File: config.mk
export PLATFORM = sky130hd
export DESIGN_NAME = cipher_stream_ctrl_flat
export DESIGN_NICKNAME = d
export VERILOG_FILES = /design/src/rtl/cipher_ctrl_pkg.sv /design/src/rtl/cipher_stream_ctrl_if.sv /design/src/rtl/pipe_vld_tracker.sv /design/src/rtl/cipher_stream_ctrl.sv /design/src/flat_wrapper.sv
export SDC_FILE = /design/constraint.sdc
export NUM_CORES = 1
export LEC_CHECK = 0
export ABC_AREA = 1
export BUFFER_PORTS_ARGS = -buffer_cell sky130_fd_sc_hd__clkbuf_2
export CAP_MARGIN = 20
export CORE_MARGIN = 2
export CORE_UTILIZATION = 50
export DETAILED_ROUTE_END_ITERATION = 7
export PLACE_DENSITY = 0.75
export SLEW_MARGIN = 20
export SYNTH_ARGS = -nofsm -noshare
export SYNTH_HDL_FRONTEND = slang
export SYNTH_SLANG_ARGS = --single-unit
File: constraint.sdc
create_clock -name clk -period 1.4 [get_ports clk]
set_input_delay 0.14 -clock clk [delete_from_list [all_inputs] [get_ports clk]]
set_output_delay 0.14 -clock clk [all_outputs]
set_load 0.03 [all_outputs]
File: src/rtl/cipher_ctrl_pkg.sv
// Shared types and helpers for the cipher stream sequencer.
// Latency: none (declarations only).
// Backpressure: none (declarations only).
package cipher_ctrl_pkg;

  // Datapath stages tracked: xor reg, sbox reg, pbox/output reg.
  localparam int PIPE_LAT = 3;

  typedef enum logic [1:0] {
    IDLE  = 2'd0,
    LOAD  = 2'd1,
    RUN   = 2'd2,
    DRAIN = 2'd3
  } state_t;

  // Per-frame seed: session seed mixed with the completed-frame count so
  // every frame of a session starts from a different keystream.
  function automatic logic [7:0] seed_mix(input logic [7:0] s, input logic [7:0] f);
    return s ^ f;
  endfunction

endpackage

File: src/rtl/cipher_stream_ctrl_if.sv
// Byte handshake bundle between source, controller and consumer.
// Latency: wires only.
// Backpressure: in_ready / out_ready carry it in each direction.
interface cipher_stream_ctrl_if;
  logic in_valid;
  logic in_ready;
  logic out_valid;
  logic out_ready;

  // Environment side: byte source and encrypted-byte consumer.
  modport master (output in_valid, output out_ready, input in_ready, input out_valid);
  // Controller side.
  modport slave  (input in_valid, input out_ready, output in_ready, output out_valid);
endinterface

File: src/rtl/pipe_vld_tracker.sv
// Valid shadow of the datapath stages, plus stall and out_valid derivation.
// Latency: a bit entering stage 0 reaches the last stage PIPE_LAT-1 edges later.
// Backpressure: whole register holds while the last stage is valid and not taken.
module pipe_vld_tracker
  import cipher_ctrl_pkg::*;
(
  input  logic                clk,
  input  logic                rst,
  input  logic                shift_in,
  input  logic                out_ready,
  output logic [PIPE_LAT-1:0] stage_vld,
  output logic                stall,
  output logic                out_valid
);

  assign out_valid = stage_vld[PIPE_LAT-1];
  assign stall     = out_valid & ~out_ready;

  // Shift accepted-byte markers down the pipe; freeze everything on stall.
  always_ff @(posedge clk or negedge rst) begin
    if (!rst) begin
      stage_vld <= '0;
    end else if (!stall) begin
      stage_vld <= {stage_vld[PIPE_LAT-2:0], shift_in};
    end
  end

endmodule

File: src/rtl/cipher_stream_ctrl.sv
// Sequencer for the byte-serial cipher: LFSR load/advance, stage enables, framing.
// Latency: byte accepted in cycle c is out_valid in cycle c+PIPE_LAT.
// Backpressure: out_ready low with a valid output stalls the pipe and drops in_ready.
module cipher_stream_ctrl
  import cipher_ctrl_pkg::*;
#(
  parameter int FRAME_LEN = 256,
  parameter int CNT_W     = 9
) (
  input  logic                  clk,
  input  logic                  rst,
  input  logic                  start,
  input  logic                  stop,
  input  logic [7:0]            seed,
  cipher_stream_ctrl_if.slave   strm,
  output logic                  lfsr_load,
  output logic [7:0]            lfsr_seed,
  output logic                  lfsr_adv,
  output logic                  pipe_en,
  output logic                  frame_done,
  output logic [7:0]            frame_cnt,
  output logic                  busy
);

  state_t              state;
  logic [7:0]          seed_reg;
  logic [CNT_W-1:0]    byte_cnt;
  logic                stop_pend;
  logic [PIPE_LAT-1:0] stage_vld;
  logic                stall;
  logic                accept;
  logic                out_fire;
  logic                last_out;
  logic                frame_full;

  pipe_vld_tracker u_trk (
    .clk       (clk),
    .rst       (rst),
    .shift_in  (accept),
    .out_ready (strm.out_ready),
    .stage_vld (stage_vld),
    .stall     (stall),
    .out_valid (strm.out_valid)
  );

  assign strm.in_ready = (state == RUN) & ~stall;
  assign accept        = strm.in_valid & strm.in_ready;
  assign lfsr_adv      = accept;
  // Gated by reset so the enable is low while held in reset and high as soon as it lifts.
  assign pipe_en       = rst & ~stall;
  assign out_fire      = strm.out_valid & strm.out_ready;
  // Only the output stage holds a byte: this output is the frame's last.
  assign last_out      = (stage_vld[PIPE_LAT-2:0] == '0);
  // No accepts happen in DRAIN, so the last byte out while draining closes the frame;
  // an empty frame (stop before any accept) never produces a pulse.
  assign frame_done    = (state == DRAIN) & out_fire & last_out & (byte_cnt != '0);
  assign frame_full    = accept & (byte_cnt == CNT_W'(FRAME_LEN - 1));

  // Session FSM with registered LFSR load/seed and busy, plus byte/frame counters.
  always_ff @(posedge clk or negedge rst) begin
    if (!rst) begin
      state     <= IDLE;
      seed_reg  <= '0;
      byte_cnt  <= '0;
      frame_cnt <= '0;
      stop_pend <= 1'b0;
      lfsr_load <= 1'b0;
      lfsr_seed <= '0;
      busy      <= 1'b0;
    end else begin
      lfsr_load <= 1'b0;
      lfsr_seed <= '0;
      if (accept)     byte_cnt  <= byte_cnt + 1'b1;
      if (frame_done) frame_cnt <= frame_cnt + 8'd1;
      case (state)
        IDLE: begin
          if (start) begin
            state     <= LOAD;
            seed_reg  <= seed;
            byte_cnt  <= '0;
            frame_cnt <= '0;
            stop_pend <= 1'b0;
            lfsr_load <= 1'b1;
            lfsr_seed <= seed_mix(seed, 8'd0);
            busy      <= 1'b1;
          end
        end
        LOAD: begin
          state <= RUN;
          if (stop) stop_pend <= 1'b1;
        end
        RUN: begin
          if (frame_full || stop || stop_pend) begin
            state <= DRAIN;
            if (stop) stop_pend <= 1'b1;
          end
        end
        DRAIN: begin
          if (stop) stop_pend <= 1'b1;
          if (stage_vld == '0) begin
            byte_cnt <= '0;
            if (stop_pend || stop) begin
              state     <= IDLE;
              stop_pend <= 1'b0;
              busy      <= 1'b0;
            end else begin
              // frame_cnt already counts the frame just finished.
              state     <= LOAD;
              lfsr_load <= 1'b1;
              lfsr_seed <= seed_mix(seed_reg, frame_cnt);
            end
          end
        end
        default: state <= IDLE;
      endcase
    end
  end

endmodule

File: src/flat_wrapper.sv
// flat-port wrapper written by rule: the top's interface ports become plain ports
module cipher_stream_ctrl_flat import cipher_ctrl_pkg::*;
#(
  parameter int FRAME_LEN = 256,
  parameter int CNT_W     = 9
)
  (clk, rst, start, stop, seed, lfsr_load, lfsr_seed, lfsr_adv, pipe_en, frame_done, frame_cnt, busy, strm_in_valid, strm_out_ready, strm_in_ready, strm_out_valid);
  cipher_stream_ctrl_if strm_i ();
  input  logic clk;
  input  logic rst;
  input  logic start;
  input  logic stop;
  input  logic [7:0] seed;
  output logic lfsr_load;
  output logic [7:0] lfsr_seed;
  output logic lfsr_adv;
  output logic pipe_en;
  output logic frame_done;
  output logic [7:0] frame_cnt;
  output logic busy;
  input wire logic [$bits(strm_i.in_valid)-1:0] strm_in_valid;
  input wire logic [$bits(strm_i.out_ready)-1:0] strm_out_ready;
  output wire logic [$bits(strm_i.in_ready)-1:0] strm_in_ready;
  output wire logic [$bits(strm_i.out_valid)-1:0] strm_out_valid;
  assign strm_i.in_valid = strm_in_valid;
  assign strm_i.out_ready = strm_out_ready;
  assign strm_in_ready = strm_i.in_ready;
  assign strm_out_valid = strm_i.out_valid;
  cipher_stream_ctrl #(.FRAME_LEN(FRAME_LEN), .CNT_W(CNT_W)) u_core (.clk(clk), .rst(rst), .start(start), .stop(stop), .seed(seed), .strm(strm_i), .lfsr_load(lfsr_load), .lfsr_seed(lfsr_seed), .lfsr_adv(lfsr_adv), .pipe_en(pipe_en), .frame_done(frame_done), .frame_cnt(frame_cnt), .busy(busy));
endmodule
==> metrics.csv <==
stage,metric,value,unit
timing,Pins Over Slew Limit,0,
finish,Largest register FFs,9,
drt,Starting DRT DRC Count,169,
placed_design,port bufs,36,
logic_synthesis,sequential area share after synthesis,46.7,%
power,Sw Ratio,45.6,%
logic_synthesis,Synth Area in Adders,3.98,%
die,height of the die,70.3,um
finish,Largest Register,u_core.byte_cnt,
setup_path,"Max stage delay cell, worst path",dfrtp_2,
setup_path,Crit path top cell by count,buf_6,
timing,Fin Clk Skew,0.00543,ns
clock_network,H-Tree Depth,2,
power,PwrDens,1860,nW/um2
global_routing,initial antenna violation count,0,
power,Clk pwr share,12.9,%
power,Seq pwr share,27.8,%
drt,via count,2375,
die,Core Rows,24,
global_routing,grt ovf,0,
clock_network,CTS tree,done,
drt,routed wire length,7.41,mm
finish,"most common cell after layout, fill and taps aside",nand2_1,
clock_network,Skew-Pair Late Insertion Delay,0.30,ns
drt,drc violations,0,
finish,post-layout util,79.2,%
status,violated checks,setup timing,
timing,Slew headroom,63.4,%
logic_synthesis,post-synthesis register bit count,41,
setup_path,Worst setup EP type,flip-flop,
setup_path,kind of critical path,flip-flop to flip-flop,
global_routing,first-pass GRT wire length,9.29,mm
logic_synthesis,synthesized instance count,282,
finish,n_diodes,0,
setup_path,worst-path cell chain,inv_2 -> ha_4 -> nand3_4 -> buf_6 -> nor2_4 -> buf_4 -> buf_6 -> a21oi_1,
finish,Area growth syn-to-layout,54.6,%
global_routing,overall fraction of global-route tracks in use,23.6,%
finish,nets@finish,390,
timing,Tightest Pin Transition,0.548,ns
logic_synthesis,XOR/XNOR share of the synthesized area,3.59,%
placed_design,hpwl dp,3.41,mm
die,DIE AREA,4940,um2
timing,final hold slack,0.0608,ns
finish,share of cells above drive strength 1,47.4,%
timing,slack of the critical path,-0.196,ns
timing,minimum clock period,1.60,ns
logic_synthesis,Post-Synthesis Net Count,303,
logic_synthesis,"Avg Cell Area, Syn",7.80,um2
timing,unrepaired setup endpoints after global routing,true,
logic_synthesis,mux cell area share after synthesis,0,%
setup_path,R2R cell count,8,
finish,most frequent cells in the layout,"nand2_1 (67), dfrtp_1 (37), clkbuf_2 (32)",
hold_path,hold path cells,3,
status,outcome,"finished, violations left",
die,Initial Util,51.2,%
drt,Routed Antenna Nets,0,
logic_synthesis,Netlist cell types,24,
timing,"Hold Vio Cnt, Final",0,
power,combinational fraction of design power,59.2,%
timing,Tcrit/Tclk final,114,%
setup_path,critical path arrival,1.79,ns
power,Leak Pwr,0.00183,uW
placed_design,pre-CTS setup slack,-0.0917,ns
hold_path,Hold WC Path Type,input port to flip-flop,
die,CORE AREA,4290,um2
logic_synthesis,Mapped Area,2200,um2
power,net switching power,2880,uW
drt,vias per cell,5.64,
finish,Finished Cell Area,3400,um2
timing,endpoints failing setup,29,
power,Power Internal,3440,uW
job,Max-Cap Viols,0,
global_routing,largest net degree at the start of global routing,42,
setup_path,CP Launch Type,flip-flop,
power,maximum vdd drop,0.796,mV
setup_path,WP data required,1.59,ns
die,die width,70.3,um
clock_network,Longest Clk Path Bufs,2,
logic_synthesis,Yosys Warn Count,0,
logic_synthesis,main combinational cell family by area after synthesis,simple AND/OR/NAND/NOR gates,
drt,wire length per cell,17.6,um
placed_design,GPL Wtd Cong,0.891,
clock_network,clk root buf,clkbuf_8,
setup_path,biggest cell delay along the critical path,0.45,ns
die,Ports,37,
logic_synthesis,Synth Area in Compound Gates,6.03,%
power,Power Total,6330,uW
drt,Detailed Routing Iterations Pass 1,5,
clock_network,Sink Count,41,
timing,fmax,0.627,GHz
setup_path,crit-path max FO,5,
placed_design,Area after DPL,2610,um2
logic_synthesis,Post-Synth Simple-Gate Area,31.6,%
clock_network,Num CTS Buffers,5,
global_routing,vias in the first global route,2028,
clock_network,Worst-path clk slew,0.08,ns
-- repair_timing --
| item | in CTS | in global routing |
|---|---|---|
| cloned | 0 | 2 |
| setup buffers | 15 | 9 |
| endpoints found under the setup margin | 14 | 42 |
| hold buffers | 1 | 0 |
| hold endpoints to repair | 41 | 0 |
| pin swaps | 21 | 25 |
| gates resized for setup | 50 | 81 |
-- through the flow --
step	TNS, ns	cells
floorplan	0	282
global placement	-0.178	387
detailed placement	-0.358	387
CTS	-1.00	410
global route	-4.43	421
finish	-2.60	421
-- Yosys cell counts --
master | number | area [um2]
a21oi_1 | 15 | 75.1
buf_2 | 1 | 5.00
clkbuf_1 | 2 | 7.51
dfrtp_1 | 41 | 1030
ha_1 | 7 | 87.6
inv_1 | 40 | 150
inv_2 | 2 | 7.51
inv_6 | 1 | 8.76
nand2_1 | 90 | 338
nand2_2 | 1 | 6.26
nand3_1 | 18 | 90.1
nand3_2 | 2 | 20.0
nand3_4 | 1 | 17.5
nand3b_1 | 1 | 7.51
nand4_1 | 4 | 25.0
nor2_1 | 28 | 105
nor2_2 | 3 | 18.8
nor2_8 | 2 | 40.0
nor3_1 | 2 | 10.0
nor3_4 | 1 | 16.3
o211ai_1 | 1 | 7.51
o21ai_0 | 9 | 45.0
o21ai_1 | 1 | 5.00
xor2_1 | 9 | 78.8
-- worst paths after layout --
check,from,end,slack (ns)
setup / recovery,u_core.state[0]$_DFFE_PN0P_,u_core.byte_cnt[3]$_DFF_PN0_,-0.20
hold / removal,seed[5],u_core.seed_reg[5]$_DFFE_PN0P_,0.06
setup reg to reg,u_core.state[0]$_DFFE_PN0P_,u_core.byte_cnt[3]$_DFF_PN0_,-0.20
hold reg to reg,u_core.seed_reg[4]$_DFFE_PN0P_,u_core.seed_reg[4]$_DFFE_PN0P_,0.51
max in group asynchronous,rst,u_core.byte_cnt[0]$_DFF_PN0_,0.52
min in group asynchronous,rst,u_core.u_trk.stage_vld[1]$_DFFE_PN0N_,0.48
-- area by class of cell --
| class | instances | area (um2) |
|---|---|---|
| multi-input cells | 195 | 1350 |
| flip-flops and latches | 41 | 1030 |
| fillers | 230 | 895 |
| repair buffers | 83 | 679 |
| inverters | 43 | 183 |
| clock buffers | 6 | 82.6 |
| well taps | 52 | 65.1 |
| clock inverters | 1 | 7.51 |
-- power groups by stage --
stage,registers (uW),clock network [uW],logic [uW]
5_1_grt,1790,851,3990
6_report,1760,818,3750
4_1_cts,1710,822,2870
3_5_place_dp,1720,0,2290
2_1_floorplan,1900,0,1340
3_3_place_gp,1700,0,2240
-- cell families after synthesis --
family	count (synthesis)
compound gates	26
xor+xnor	9
fa+ha+maj	7
buf+inv	46
flops	41
simple gates	153
-- metal layers --
metal | track usage [%] | routed length, um
met1 | 30.4 | 2800
met2 | 38.9 | 3690
met3 | 5.34 | 510
met4 | 8.33 | 415
met5 | 0 | 0
-- worst max-delay path, delay by kind of cell, from the launching register on --
kind	cells	cell delay (ns)
adder cells (fa/ha/maj)	1	0.16
AND/OR/NAND/NOR	2	0.29
AO/OA/AOI/OAI	1	0.07
buffers and inverters	4	0.49
flip-flops	1	0.45
Note: power is estimated with default switching activity, not from simulation.
